==> src/rtl/isp_axi_pkg.sv <==
// Shared definitions for the ISP AXI4-Lite configuration path:
// register map, AXI response codes and the config-sequencer state encoding.
package isp_axi_pkg;

  localparam logic [7:0] REG_CTRL        = 8'h00;
  localparam logic [7:0] REG_STATUS      = 8'h04;
  localparam logic [7:0] REG_IMG_SIZE    = 8'h10;
  localparam logic [7:0] REG_GAIN        = 8'h2C;
  localparam logic [7:0] REG_PERF_CYCLES = 8'h60;
  localparam logic [7:0] REG_PERF_PIX_IN = 8'h64;
  localparam logic [7:0] REG_PERF_PIX_OUT = 8'h68;
  localparam logic [7:0] REG_PERF_STALL  = 8'h6C;

  localparam logic [1:0] AXI_RESP_OKAY = 2'b00;

  typedef enum logic [2:0] {
    ST_IDLE,
    ST_FETCH,
    ST_WR,
    ST_WAIT_B,
    ST_RD,
    ST_WAIT_R,
    ST_FIN
  } seq_state_e;

endpackage

==> src/rtl/axi4l_cfg_sequencer.sv <==
// AXI4-Lite master that streams an external config table into the ISP as writes,
// then reads back the four performance counters into a 128-bit snapshot.
module axi4l_cfg_sequencer
  import isp_axi_pkg::*;
#(
  parameter int TBL_IDX_W      = 5,
  parameter int TIMEOUT_CYCLES = 255
) (
  input  logic                 M_AXI_ACLK,
  input  logic                 M_AXI_ARESET,
  input  logic                 start,
  input  logic [TBL_IDX_W:0]   num_entries,
  output logic                 done,
  output logic                 error,
  output logic [TBL_IDX_W-1:0] tbl_idx,
  input  logic [39:0]          tbl_entry,
  output logic [127:0]         perf_snapshot,
  output logic [7:0]           M_AXI_AWADDR,
  output logic                 M_AXI_AWVALID,
  input  logic                 M_AXI_AWREADY,
  output logic [31:0]          M_AXI_WDATA,
  output logic                 M_AXI_WVALID,
  input  logic                 M_AXI_WREADY,
  input  logic [1:0]           M_AXI_BRESP,
  input  logic                 M_AXI_BVALID,
  output logic                 M_AXI_BREADY,
  output logic [7:0]           M_AXI_ARADDR,
  output logic                 M_AXI_ARVALID,
  input  logic                 M_AXI_ARREADY,
  input  logic [31:0]          M_AXI_RDATA,
  input  logic [1:0]           M_AXI_RRESP,
  input  logic                 M_AXI_RVALID,
  output logic                 M_AXI_RREADY
);

  localparam int TMO_W = $clog2(TIMEOUT_CYCLES + 1);
  localparam logic [TMO_W-1:0] TMO_LAST = TMO_W'(TIMEOUT_CYCLES - 1);

  function automatic logic [7:0] perf_addr(input logic [1:0] k);
    return REG_PERF_CYCLES + {4'h0, k, 2'b00};
  endfunction

  seq_state_e           state_q, state_d;
  logic [TBL_IDX_W-1:0] idx_q, idx_d;
  logic [TBL_IDX_W:0]   num_q, num_d;
  logic [1:0]           k_q, k_d;
  logic [TMO_W-1:0]     tmo_q, tmo_d;
  logic [7:0]           awaddr_q, awaddr_d, araddr_q, araddr_d;
  logic [31:0]          wdata_q, wdata_d;
  logic                 awvalid_q, awvalid_d, wvalid_q, wvalid_d, bready_q, bready_d;
  logic                 arvalid_q, arvalid_d, rready_q, rready_d;
  logic                 done_q, done_d, error_q, error_d;
  logic [127:0]         perf_q, perf_d;
  logic                 last_entry;

  assign last_entry = ({1'b0, idx_q} + (TBL_IDX_W+1)'(1)) == num_q;

  always_comb begin
    state_d   = state_q;
    idx_d     = idx_q;
    num_d     = num_q;
    k_d       = k_q;
    tmo_d     = tmo_q;
    awaddr_d  = awaddr_q;
    wdata_d   = wdata_q;
    araddr_d  = araddr_q;
    awvalid_d = awvalid_q;
    wvalid_d  = wvalid_q;
    bready_d  = bready_q;
    arvalid_d = arvalid_q;
    rready_d  = rready_q;
    done_d    = 1'b0;
    error_d   = error_q;
    perf_d    = perf_q;
    case (state_q)
      ST_IDLE: begin
        if (start) begin
          error_d = 1'b0;
          num_d   = num_entries;
          if (num_entries != '0) begin
            idx_d   = '0;
            state_d = ST_FETCH;
          end else begin
            k_d       = 2'd0;
            arvalid_d = 1'b1;
            araddr_d  = perf_addr(2'd0);
            state_d   = ST_RD;
          end
        end
      end
      // Table entry is valid during this cycle, so capture it on the way out.
      ST_FETCH: begin
        awaddr_d  = tbl_entry[39:32];
        wdata_d   = tbl_entry[31:0];
        awvalid_d = 1'b1;
        wvalid_d  = 1'b1;
        state_d   = ST_WR;
      end
      ST_WR: begin
        if (M_AXI_AWREADY) awvalid_d = 1'b0;
        if (M_AXI_WREADY)  wvalid_d  = 1'b0;
        if ((!awvalid_q || M_AXI_AWREADY) && (!wvalid_q || M_AXI_WREADY)) begin
          bready_d = 1'b1;
          tmo_d    = '0;
          state_d  = ST_WAIT_B;
        end
      end
      ST_WAIT_B: begin
        if (M_AXI_BVALID) begin
          bready_d = 1'b0;
          if (M_AXI_BRESP != AXI_RESP_OKAY) begin
            error_d = 1'b1;
            done_d  = 1'b1;
            state_d = ST_FIN;
          end else if (last_entry) begin
            k_d       = 2'd0;
            arvalid_d = 1'b1;
            araddr_d  = perf_addr(2'd0);
            state_d   = ST_RD;
          end else begin
            idx_d   = idx_q + TBL_IDX_W'(1);
            state_d = ST_FETCH;
          end
        end else if (tmo_q == TMO_LAST) begin
          bready_d = 1'b0;
          error_d  = 1'b1;
          done_d   = 1'b1;
          state_d  = ST_FIN;
        end else begin
          tmo_d = tmo_q + TMO_W'(1);
        end
      end
      ST_RD: begin
        if (M_AXI_ARREADY) begin
          arvalid_d = 1'b0;
          rready_d  = 1'b1;
          tmo_d     = '0;
          state_d   = ST_WAIT_R;
        end
      end
      // A failed beat leaves the previous snapshot slice untouched.
      ST_WAIT_R: begin
        if (M_AXI_RVALID) begin
          rready_d = 1'b0;
          if (M_AXI_RRESP != AXI_RESP_OKAY) begin
            error_d = 1'b1;
            done_d  = 1'b1;
            state_d = ST_FIN;
          end else begin
            perf_d[{k_q, 5'd0} +: 32] = M_AXI_RDATA;
            if (k_q == 2'd3) begin
              done_d  = 1'b1;
              state_d = ST_FIN;
            end else begin
              k_d       = k_q + 2'd1;
              arvalid_d = 1'b1;
              araddr_d  = perf_addr(k_q + 2'd1);
              state_d   = ST_RD;
            end
          end
        end else if (tmo_q == TMO_LAST) begin
          rready_d = 1'b0;
          error_d  = 1'b1;
          done_d   = 1'b1;
          state_d  = ST_FIN;
        end else begin
          tmo_d = tmo_q + TMO_W'(1);
        end
      end
      ST_FIN:  state_d = ST_IDLE;
      default: state_d = ST_IDLE;
    endcase
  end

  always_ff @(posedge M_AXI_ACLK or posedge M_AXI_ARESET) begin
    if (M_AXI_ARESET) begin
      state_q   <= ST_IDLE;
      idx_q     <= '0;
      num_q     <= '0;
      k_q       <= '0;
      tmo_q     <= '0;
      awaddr_q  <= '0;
      wdata_q   <= '0;
      araddr_q  <= '0;
      awvalid_q <= 1'b0;
      wvalid_q  <= 1'b0;
      bready_q  <= 1'b0;
      arvalid_q <= 1'b0;
      rready_q  <= 1'b0;
      done_q    <= 1'b0;
      error_q   <= 1'b0;
      perf_q    <= '0;
    end else begin
      state_q   <= state_d;
      idx_q     <= idx_d;
      num_q     <= num_d;
      k_q       <= k_d;
      tmo_q     <= tmo_d;
      awaddr_q  <= awaddr_d;
      wdata_q   <= wdata_d;
      araddr_q  <= araddr_d;
      awvalid_q <= awvalid_d;
      wvalid_q  <= wvalid_d;
      bready_q  <= bready_d;
      arvalid_q <= arvalid_d;
      rready_q  <= rready_d;
      done_q    <= done_d;
      error_q   <= error_d;
      perf_q    <= perf_d;
    end
  end

  assign done          = done_q;
  assign error         = error_q;
  assign tbl_idx       = idx_q;
  assign perf_snapshot = perf_q;
  assign M_AXI_AWADDR  = awaddr_q;
  assign M_AXI_AWVALID = awvalid_q;
  assign M_AXI_WDATA   = wdata_q;
  assign M_AXI_WVALID  = wvalid_q;
  assign M_AXI_BREADY  = bready_q;
  assign M_AXI_ARADDR  = araddr_q;
  assign M_AXI_ARVALID = arvalid_q;
  assign M_AXI_RREADY  = rready_q;

endmodule

==> config.mk <==
export PLATFORM = sky130hd
export DESIGN_NAME = axi4l_cfg_sequencer
export DESIGN_NICKNAME = d
export VERILOG_FILES = /design/src/rtl/isp_axi_pkg.sv /design/src/rtl/axi4l_cfg_sequencer.sv
export SDC_FILE = /design/constraint.sdc
export NUM_CORES = 1
export LEC_CHECK = 0
export ABC_CLOCK_PERIOD_IN_PS = 18700
export BUFFER_PORTS_ARGS = -buffer_cell sky130_fd_sc_hd__buf_2
export CELL_PAD_IN_SITES_DETAIL_PLACEMENT = 1
export CELL_PAD_IN_SITES_GLOBAL_PLACEMENT = 1
export CORE_ASPECT_RATIO = 1.25
export CORE_MARGIN = 4
export CORE_UTILIZATION = 42
export CTS_BUF_LIST = sky130_fd_sc_hd__clkbuf_4
export DETAILED_ROUTE_END_ITERATION = 8
export PLACE_DENSITY_LB_ADDON = 0.3
export SLEW_MARGIN = 5
export SYNTH_ARGS = -nofsm -noshare
export SYNTH_HDL_FRONTEND = slang
export SYNTH_SLANG_ARGS = --single-unit
export TNS_END_PERCENT = 100
==> constraint.sdc <==
create_clock -name M_AXI_ACLK -period 18.7 [get_ports M_AXI_ACLK]
set_input_delay 3.74 -clock M_AXI_ACLK [delete_from_list [all_inputs] [get_ports M_AXI_ACLK]]
set_output_delay 3.74 -clock M_AXI_ACLK [all_outputs]
set_load 0.03 [all_outputs]
==> out/results.ini <==
[outcome]
status = finished, final reports clean

[floorplan]
initial_core_util_pct = 42.81
core_area_um2 = 20170
die_h_um = 168.3
die_x_um = 136.3
io_pins = 278
rows = 58
dieArea_um2 = 22940

[clocking]
clk_pin_slew_ns = 0.15
clockBufferDepth = 2
h-tree-depth = 4
root_buffer = clkbuf_4
insertion_delay_ns = 0.58
cts_made_buffers = 17
ctsResizeCount = 0
post-cts-setup-buffers = 0
ctsHoldBuffers = 0
tritoncts = built
cts_sinks = 200

[placed_design]
io_buffer_count = 273
dpl_cell_area_um2 = 10190
gp_congestion = 0.8170
place_hpwl_um = 19080

[timing]
min_period_over_period_pct = 28.26
fmax_mhz = 189.3
fin_crit_ns = 5.284
rsz0062_at_grt = no
relSlewSlack_pct = 22.87
hold_viol_final = 0
whs_ns = 0.4924
setup_violations = 0
fin_tns_setup_ns = 0
clock_skew_ns = 0.03151
worst_pin_slew_ns = 1.157
final_max_slew_viol_count = 0

[drt]
drc = 0
wirelength_um = 26390
wire_per_inst_um = 18.61
antenna_left = 0
drtPass1Iterations = 4
vias = 7343
vias_per_cell = 5.178
first_iter_violations = 289

[worst_setup_path]
critPathArrivalTime_ns = 5.69
critPathLaunchType = primary input
crit_path_max_fanout = 64
r2r_setup_slack_ns = 15.63
required_ns = 19.11
worstSetupPathType = in2reg
end_kind = flop
reg2reg_depth = 5

[cells_and_area]
final_area_um2 = 10500
final_nets = 1234
fillers = 2486
layout-drive-gt1-share_pct = 32.29
area_delta_synth_final_pct = 21.54
final_util_pct = 52.03

[power]
seqPwrFrac_pct = 42.1
p_clk_share_pct = 17.4
combPwrFrac_pct = 40.5
leakagePower_uw = 0.005199
p_int_uw = 773.4
ir_drop_v = 0.0001040
power.total_uw = 1367
p_per_area_nw_per_um2 = 130.3
power.switching_uw = 594.1
switching_share_pct = 43.44

[yosys]
syn_area_um2 = 8637
synth.avg_cell_area_um2 = 9.737
synth-warning-count = 0
synth_edf_count = 0
synthDistinctLibCells = 60
synth_top_flop_cell = dfrtp_1
yosysSeqAreaShare_pct = 57.95
ys_ff_latch = 200
async_reset_ff_share_pct = 100.0
synth_cells = 887

[global_route]
gr-usage-all-layers_pct = 23.29
grt_pass1_wl_um = 42090
overflow = 0
grt_max_degree = 144
antenna_found_initial = 2
grt_pass1_vias = 7806

[flow_run]
maxCapViolations = 0

[worst_hold_path]
min_path_type = reg2reg
worst_hold_path.num_cells = 2

## metrics by stage
step,std cells,setup WS (ns)
final,1418,13.42
after global routing,1418,13.20
after CTS,1416,13.46
after detailed placement,1384,12.84
after global placement,1384,12.95
after floorplan,890,9.506
## sequential cells by signal, indices dropped and copies added, names as in the netlist, 2 cells and up
register       cells
tbl_idx            5
M_AXI_WDATA       32
perf_snapshot    128
tmo_q              8
M_AXI_AWADDR       8
M_AXI_ARADDR       2
state_q            3
num_q              6
## cell usage after synthesis, drive strengths merged, types with 4 or more instances
master	number	share of area, %
o21ai	142	8.2
or4	5	0.48
and2	8	0.58
clkbuf	42	1.8
nor2	12	0.52
ha	11	1.6
buf	13	1.1
nor2b	4	0.29
mux2	40	5.2
nand3b	4	0.35
nor3	6	0.35
dfrtp	200	58
o31ai	9	0.78
nand3	9	0.52
inv	10	0.43
a21oi	5	0.29
nand2	296	13
nor3b	6	0.52
## cell type report
class	count	area, um^2	area share [%]
clock inverter	14	161.4	1.538
inverter	10	45.04	0.4291
multi-input combinational	625	3397	32.36
tap	270	337.8	3.218
timing repair buffer	279	1411	13.44
sequential	200	5005	47.68
clock buffer	18	135.1	1.287
antenna	2	5.005	0.04768
## cells in the final DEF, fill, tap and decap left out, drive strengths merged, types with 4 or more instances in the layout
cell type,n
a21oi,5
and2,8
buf,279
clkbuf,18
clkinv,7
conb,4
dfrtp,200
ha,11
inv,16
mux2,40
nand2,296
nand3,9
nand3b,4
nor2,12
nor2b,4
nor3,6
nor3b,6
o21ai,142
o31ai,9
or4,5
## worst max-delay path, stage by stage
cell     delay (ns)
buf_2          0.16
nor4b_2        0.53
nand2_2        0.77
nand2_1        0.30
o21ai_0        0.12
## kinds of logic (layout without fill, tap and decap cells)
family | count (synthesis) | in the layout | share of synthesized area, %
simple gates | 372 | 372 | 18.47
flops | 200 | 200 | 57.95
compound gates | 192 | 192 | 12.79
buf+inv | 65 | 321 | 3.332
mux | 40 | 40 | 5.215
fa+ha+maj | 11 | 11 | 1.593
xor+xnor | 6 | 6 | 0.6085
other cells | 1 | 6 | 0.04342
## power groups by stage
stage	sequential (uW)	clock [uW]	combinational [uW]
detailed placement	586	0	559
global route	589	262	602
floorplan	710	0	259
finish	576	237	554
global placement	580	0	546
CTS	577	247	560
## per-layer routing
layer	up-vias	GRT usage (%)	routed length, um
met5	-	0	12
met3	47	5.469	1471
li1	3478	-	-
met1	3629	28.22	10510
met4	2	8.198	805
met2	187	40.40	13590
## final timing paths
check	end	startpoint
setup / recovery	perf_snapshot[59]	M_AXI_RVALID
hold / removal	perf_snapshot[29]	perf_snapshot[29]
setup reg to reg	perf_snapshot[59]	state_q[2]
hold reg to reg	perf_snapshot[29]	perf_snapshot[29]
max in group asynchronous	perf_snapshot[80]	M_AXI_ARESET
min in group asynchronous	M_AXI_WDATA[9]	M_AXI_ARESET
Note: power is estimated with default switching activity, not from simulation.
